===== src/rtl/fetch_queue.sv =====
// rtl/fetch_queue.sv - pipelined fetch stage with DEPTH-entry prefetch queue
//
// Ports:
//   clk, reset         clock; synchronous active-low reset
//   PCSrc_F/PCBranch_F branch redirect pulse and target
//   EProc_F/EVAddr_F   exception redirect pulse and vector (wins over branch)
//   imem_req_*         request handshake to instruction memory, address = fetch_pc
//   imem_rsp_*         response from memory (one outstanding request at most)
//   inst_*_D, pc_D     queue head handshake towards decode
//   NextPC_D           pc_D + INC
module fetch_queue #(
  parameter int            N        = 64,
  parameter int            IW       = 32,
  parameter int            DEPTH    = 4,
  parameter logic [N-1:0]  RESET_PC = '0,
  parameter int            INC      = 4
) (
  input  logic          clk,
  input  logic          reset,
  input  logic          PCSrc_F,
  input  logic [N-1:0]  PCBranch_F,
  input  logic          EProc_F,
  input  logic [N-1:0]  EVAddr_F,
  output logic          imem_req_valid,
  input  logic          imem_req_ready,
  output logic [N-1:0]  imem_addr_F,
  input  logic          imem_rsp_valid,
  input  logic [IW-1:0] imem_rsp_data,
  output logic          inst_valid_D,
  input  logic          inst_ready_D,
  output logic [IW-1:0] inst_D,
  output logic [N-1:0]  pc_D,
  output logic [N-1:0]  NextPC_D
);

  localparam int AW = $clog2(DEPTH);
  localparam int CW = AW + 1;

  logic [N-1:0]  fetch_pc;
  logic [N-1:0]  req_pc;
  logic          pending;
  logic          drop;
  logic [AW-1:0] rd_ptr;
  logic [AW-1:0] wr_ptr;
  logic [CW-1:0] count;

  logic [N-1:0]  pc_mem   [DEPTH];
  logic [IW-1:0] inst_mem [DEPTH];

  logic          redirect;
  logic [N-1:0]  target;
  logic          req_fire;
  logic          rsp_take;
  logic          push;
  logic          pop;

  assign redirect = EProc_F | PCSrc_F;
  assign target   = EProc_F ? EVAddr_F : PCBranch_F;

  // Only one request in flight and only when a slot is free, so a returning
  // response always has room in the queue.
  assign imem_req_valid = reset && !pending && (count < CW'(DEPTH)) && !redirect;
  assign imem_addr_F    = fetch_pc;

  assign req_fire = imem_req_valid & imem_req_ready;
  assign rsp_take = reset && pending && imem_rsp_valid;
  // Responses belonging to a flushed request, or arriving in a flush cycle, are dropped.
  assign push     = rsp_take && !drop && !redirect;

  assign inst_valid_D = reset && (count != '0);
  assign pop          = inst_valid_D & inst_ready_D;

  assign inst_D   = inst_mem[rd_ptr];
  assign pc_D     = pc_mem[rd_ptr];
  assign NextPC_D = pc_D + N'(INC);

  always_ff @(posedge clk) begin
    if (!reset) begin
      fetch_pc <= RESET_PC;
      req_pc   <= '0;
      pending  <= 1'b0;
      drop     <= 1'b0;
      rd_ptr   <= '0;
      wr_ptr   <= '0;
      count    <= '0;
    end else begin
      if (rsp_take) begin
        pending <= 1'b0;
      end
      if (redirect) begin
        fetch_pc <= target;
        rd_ptr   <= '0;
        wr_ptr   <= '0;
        count    <= '0;
        // A request still outstanding after this edge must have its data thrown away.
        drop     <= pending && !imem_rsp_valid;
      end else begin
        if (req_fire) begin
          pending  <= 1'b1;
          req_pc   <= fetch_pc;
          fetch_pc <= fetch_pc + N'(INC);
        end
        if (rsp_take && drop) begin
          drop <= 1'b0;
        end
        if (push) begin
          wr_ptr <= wr_ptr + AW'(1);
        end
        if (pop) begin
          rd_ptr <= rd_ptr + AW'(1);
        end
        count <= count + CW'(push) - CW'(pop);
      end
    end
  end

  // Storage needs no reset: count gates everything read out of it.
  always_ff @(posedge clk) begin
    if (push) begin
      pc_mem[wr_ptr]   <= req_pc;
      inst_mem[wr_ptr] <= imem_rsp_data;
    end
  end

endmodule


===== config.mk =====
export PLATFORM = sky130hd
export DESIGN_NAME = fetch_queue
export DESIGN_NICKNAME = d
export VERILOG_FILES = /design/src/rtl/fetch_queue.sv
export SDC_FILE = /design/constraint.sdc
export NUM_CORES = 1
export LEC_CHECK = 0
export CELL_PAD_IN_SITES_DETAIL_PLACEMENT = 1
export CELL_PAD_IN_SITES_GLOBAL_PLACEMENT = 1
export CORE_MARGIN = 3
export CORE_UTILIZATION = 30
export CTS_BUF_LIST = sky130_fd_sc_hd__clkbuf_4
export CTS_CLUSTER_SIZE = 25
export DETAILED_ROUTE_END_ITERATION = 10
export HOLD_SLACK_MARGIN = 0.02
export PLACE_DENSITY = 0.68
export SYNTH_ARGS = -nofsm -noshare
export SYNTH_HDL_FRONTEND = slang
export SYNTH_SLANG_ARGS = --single-unit

===== constraint.sdc =====
create_clock -name clk -period 5.5 [get_ports clk]
set_input_delay 1.1 -clock clk [delete_from_list [all_inputs] [get_ports clk]]
set_output_delay 1.1 -clock clk [all_outputs]
set_load 0.05 [all_outputs]

After elaboration in Yosys (flattened, before gate mapping)
Memory sizes are Yosys's and may differ from the RTL's. A register that Yosys moved wholly into a read port is not among the register bits.
Index checks and enable logic that the tools add are counted.
- add/sub/neg operators: 6
- magnitude comparators: 1
- mux-type cells: 14
- bitwise logic cells: 5
- reduce and logical (&&, ||, !) cells: 19
- operators by type and width (operator ; number):
    two-way mux 64 bit ; 3
    adder 64 x 3 -> 64 bit, second input constant ; 2
    logical AND 1 bit ; 10
    two-way mux 2 bit ; 4
    two-way mux 1 bit ; 7
    adder 2 x 1 -> 2 bit, second input constant ; 2
    logical NOT 1 bit ; 4
    nonzero test 2 bit ; 2
    adder 3 x 1 -> 3 bit ; 1
    less-than comparator 3 bit, second input constant ; 1
    nonzero test 3 bit ; 1
    subtractor 3 x 1 -> 3 bit ; 1
    AND 1 bit ; 2
    inverter 1 bit ; 2
    AND reduction 2 bit ; 1
    OR reduction 2 bit ; 1
    bitwise OR 1 bit ; 1
- register bits: 137
- memory bits (writable): 384
- input bits: 167
- output and inout bits: 226
- word-level logic and storage cells: 54
- memories: 2
- memories (name ; words ; bits a word ; read ports ; clocked after Yosys merged registers in ; wr ports ; line ; source):
    pc_mem ; 4 ; 64 ; 1 ; 1 ; 1 ; 47 ; logic [N-1:0] pc_mem [DEPTH];
    inst_mem ; 4 ; 32 ; 1 ; 1 ; 1 ; 48 ; logic [IW-1:0] inst_mem [DEPTH];

Longest topological paths before layout
- depth in word-level cells: 7
- depth in mapped cells: 13
- gate-level depth less buffers: 12

Least setup slack after synthesis
Ideal clock, no wire load.
- path kind: flip-flop to output port
- start point: register (tool-made name)
- end point: output NextPC_D[63]
- data arrival time: 3601 ps
- required time: 4400 ps
- slack: 799 ps
- cell stages (with the launch flop): 10
- path buffers: 3
- path through: dfxtp_1 > buf_6 > mux4_1 > nand4_2 > or4_1 > buf_2 > or4b_4 > buf_6 > nor3_2 > xor2_1
- RTL lines (what ; line ; source):
    to (decl) ; 33 ; output logic [N-1:0] NextPC_D

==> flow_metrics.env <==
export IMPL_fin_crit_sh_pct=95.34
export IMPL_fmax_mhz=190.7
export IMPL_post_route_drc_count=0
export IMPL_end_kind="output port"
export IMPL_critPathKind="reg2out"
export IMPL_die_h_um=278.5
export IMPL_tightest_slew_ps=956.0
export IMPL_powerDensity_nw_per_um2=283.8
export IMPL_arrival_ps=4140
export IMPL_io_pin_count=393
export IMPL_dp_final_hpwl_um=55290
export IMPL_ff2ff_path_depth=7
export IMPL_gp_congestion=0.8736
export IMPL_fillers=7736
export IMPL_antenna_found_initial=1
export IMPL_fin_tns_setup_ps=0
export IMPL_synth_area_leaders="edfxtp_1 52%, dfxtp_1 12%, mux4_2 9.6%"
export IMPL_final_nets=2305
export IMPL_cp_required_ps=4400
export IMPL_maxSlewHeadroom_pct=35.68
export IMPL_grt_start_max_net_pins=76
export IMPL_holdPathEnd="drop"
export IMPL_clk_latency_ps=950
export IMPL_syn_num_nets=1815
export IMPL_cts_root_buf="clkbuf_4"
export IMPL_period_needed_ps=5244
export IMPL_rows=99
export IMPL_antenna_left=0
export IMPL_cp_start_kind="register"
export IMPL_skew_ps=73.52
export IMPL_drt_total_wl_um=77160
export IMPL_setup_ws_ps=256.4
export IMPL_avgViaCountPerCell=5.101
export IMPL_ys_flop_type="edfxtp_1"
export IMPL_htreeDepth=4
export IMPL_start_util_pct=30.42
export IMPL_synthArstFlopShare_pct=0
export IMPL_layout_common_cells="384 x edfxtp_1, 340 x clkdlybuf4s50_1, 217 x nand2_1"
export IMPL_hp_class="reg2reg"
export IMPL_synth_cell_type_count=73
export IMPL_synth_edf_count=384
export IMPL_multi_input_area_um2=7490
export IMPL_io_buffers=392
export IMPL_vias=16280
export IMPL_clock_sinks=523
export IMPL_hold_start="drop"
export IMPL_avgSynthCellArea_um2=13.59
export IMPL_setup_viol=0
export IMPL_crit_path_max_fanout=6
export IMPL_syn_area_um2=22270
export IMPL_die_w_um=278.5
export IMPL_area_delta_synth_final_pct=31.34
export IMPL_synth_largest_area_cell="edfxtp_1"
export IMPL_finalPower_uw=8301
export IMPL_coreArea_um2=73210
export IMPL_cts_path_max_buffers=3
export IMPL_cellLeakagePower_uw=0.009821
export IMPL_hold_viol=0
export IMPL_status="finished, final reports clean"
export IMPL_hold_depth=2
export IMPL_yosysWarnings=0
export IMPL_post_place_ws_ps=475.3
export IMPL_final_seq_area_um2=14320
export IMPL_vdd_drop_max_uv=115.8
export IMPL_wl_per_cell_um=24.17
export IMPL_first_pass_iters=5
export IMPL_grt_pass1_vias=17590
export IMPL_grt_overflow_total=0
export IMPL_grt_first_pass_wirelength_um=114000
export IMPL_track_usage_pct=19.70
export IMPL_drt_iter0_markers=1144
export IMPL_rr_endpoint="imem_addr_F[34]"
export IMPL_dieArea_um2=77550
export IMPL_regToRegSetupSlack_ps=2250
export IMPL_drive_above_1_share_pct=19.33
export IMPL_cts_made_buffers=142
export IMPL_yosys_register_bits=523
export IMPL_drv_slew=0
export IMPL_seq_area_frac_synth_pct=64.27
export IMPL_cts_clk_slew_worst_paths_ps=60
export IMPL_final_common_cell="edfxtp_1"
export IMPL_cts_tree="built"
export IMPL_synth_top_cell_area_share_pct=51.77
export IMPL_netlist_instances=1639
export IMPL_rsz0062_at_grt="no"
export IMPL_maxCapViolCount=0
export IMPL_r2r_start="imem_addr_F[3]"
[state kept, by name (all words and copies together) (netlist names), named ones only]
signal       cells
imem_addr_F     64
rd_ptr           2
wr_ptr           2
count            3
req_pc          64
drop             1
inst_mem       128
pc_mem         256
pending          1
[cell type report]
type	instances	area share (%)
Clock buffer	191	4.902
Sequential cell	523	48.96
Clock inverter	54	1.138
Tap cell	959	4.102
Timing Repair Buffer	437	14.88
Inverter	30	0.3892
Antenna cell	3	0.02566
Multi-Input combinational cell	995	25.60
[synth_stat cells, types with 20 or more instances]
cell type / n
edfxtp_1: 384
nand2_1: 218
dfxtp_1: 139
a21oi_1: 121
mux4_2: 95
nor2_1: 64
clkbuf_1: 61
xnor2_1: 52
nand3_1: 44
nand4_1: 43
o21ai_0: 43
xor2_1: 36
nor3_1: 34
and3_1: 27
inv_1: 27
nor4_1: 20
[critical path, stage by stage, from the launching register on]
cell and delay [ps]:
dfxtp_4 360, buf_4 170, mux4_2 380, nand3_1 310, or4_1 740, nor3_1 360
nand2_1 150, xnor2_1 310, clkdlybuf4s15_2 420
[stage by stage]
stage	instance area (um^2)	cells	util, %	hold slack (ps)
global placement	27320	2935	37.32	452.0
global route	29250	3190	39.95	492.9
finish	29250	3192	39.96	477.1
detailed placement	27320	2935	37.32	473.2
floorplan	22270	1639	-	443.6
CTS	29200	3184	39.89	481.2
[what timing repair did]
| action | 4_1_cts | 5_1_grt |
|---|---|---|
| setup buffers | 3 | 5 |
| cloned | 1 | 0 |
| pin swaps | 1 | 0 |
| setup endpoints to repair | 41 | 14 |
| resized for setup | 44 | 15 |
| hold buffers | 0 | 0 |
[cells by family after synthesis]
group	Yosys count	share of synthesized area, %
adders and majority gates	9	0.5393
AOI/OAI and AO/OA	258	7.078
and+or+nand+nor	537	12.12
DFF	523	64.27
xor gates and xnor gates	88	3.460
buffers and inverters	121	2.494
muxes	103	10.04
[report_power, final]
part           switching (uW)  leakage, uW  internal [uW]
Sequential               90.3      0.00487           4240
Combinational             315      0.00392            230
Clock                    1630      0.00104           1800
[how the worst max path moves through the flow]
stage	from	end	depth (start not counted)
floorplan	register	NextPC_D[63]	9
finish	register	NextPC_D[25]	8
detailed placement	register	NextPC_D[55]	8
global route	register	NextPC_D[58]	11
global placement	register	NextPC_D[47]	8
CTS	register	NextPC_D[62]	8
[layer usage]
metal	global-route usage, %	routed length (um)
met5	0	0
met4	7.933	2494
met3	4.362	3989
met2	32.14	36820
met1	25.56	33850
Power figures use the tool's default switching activity.
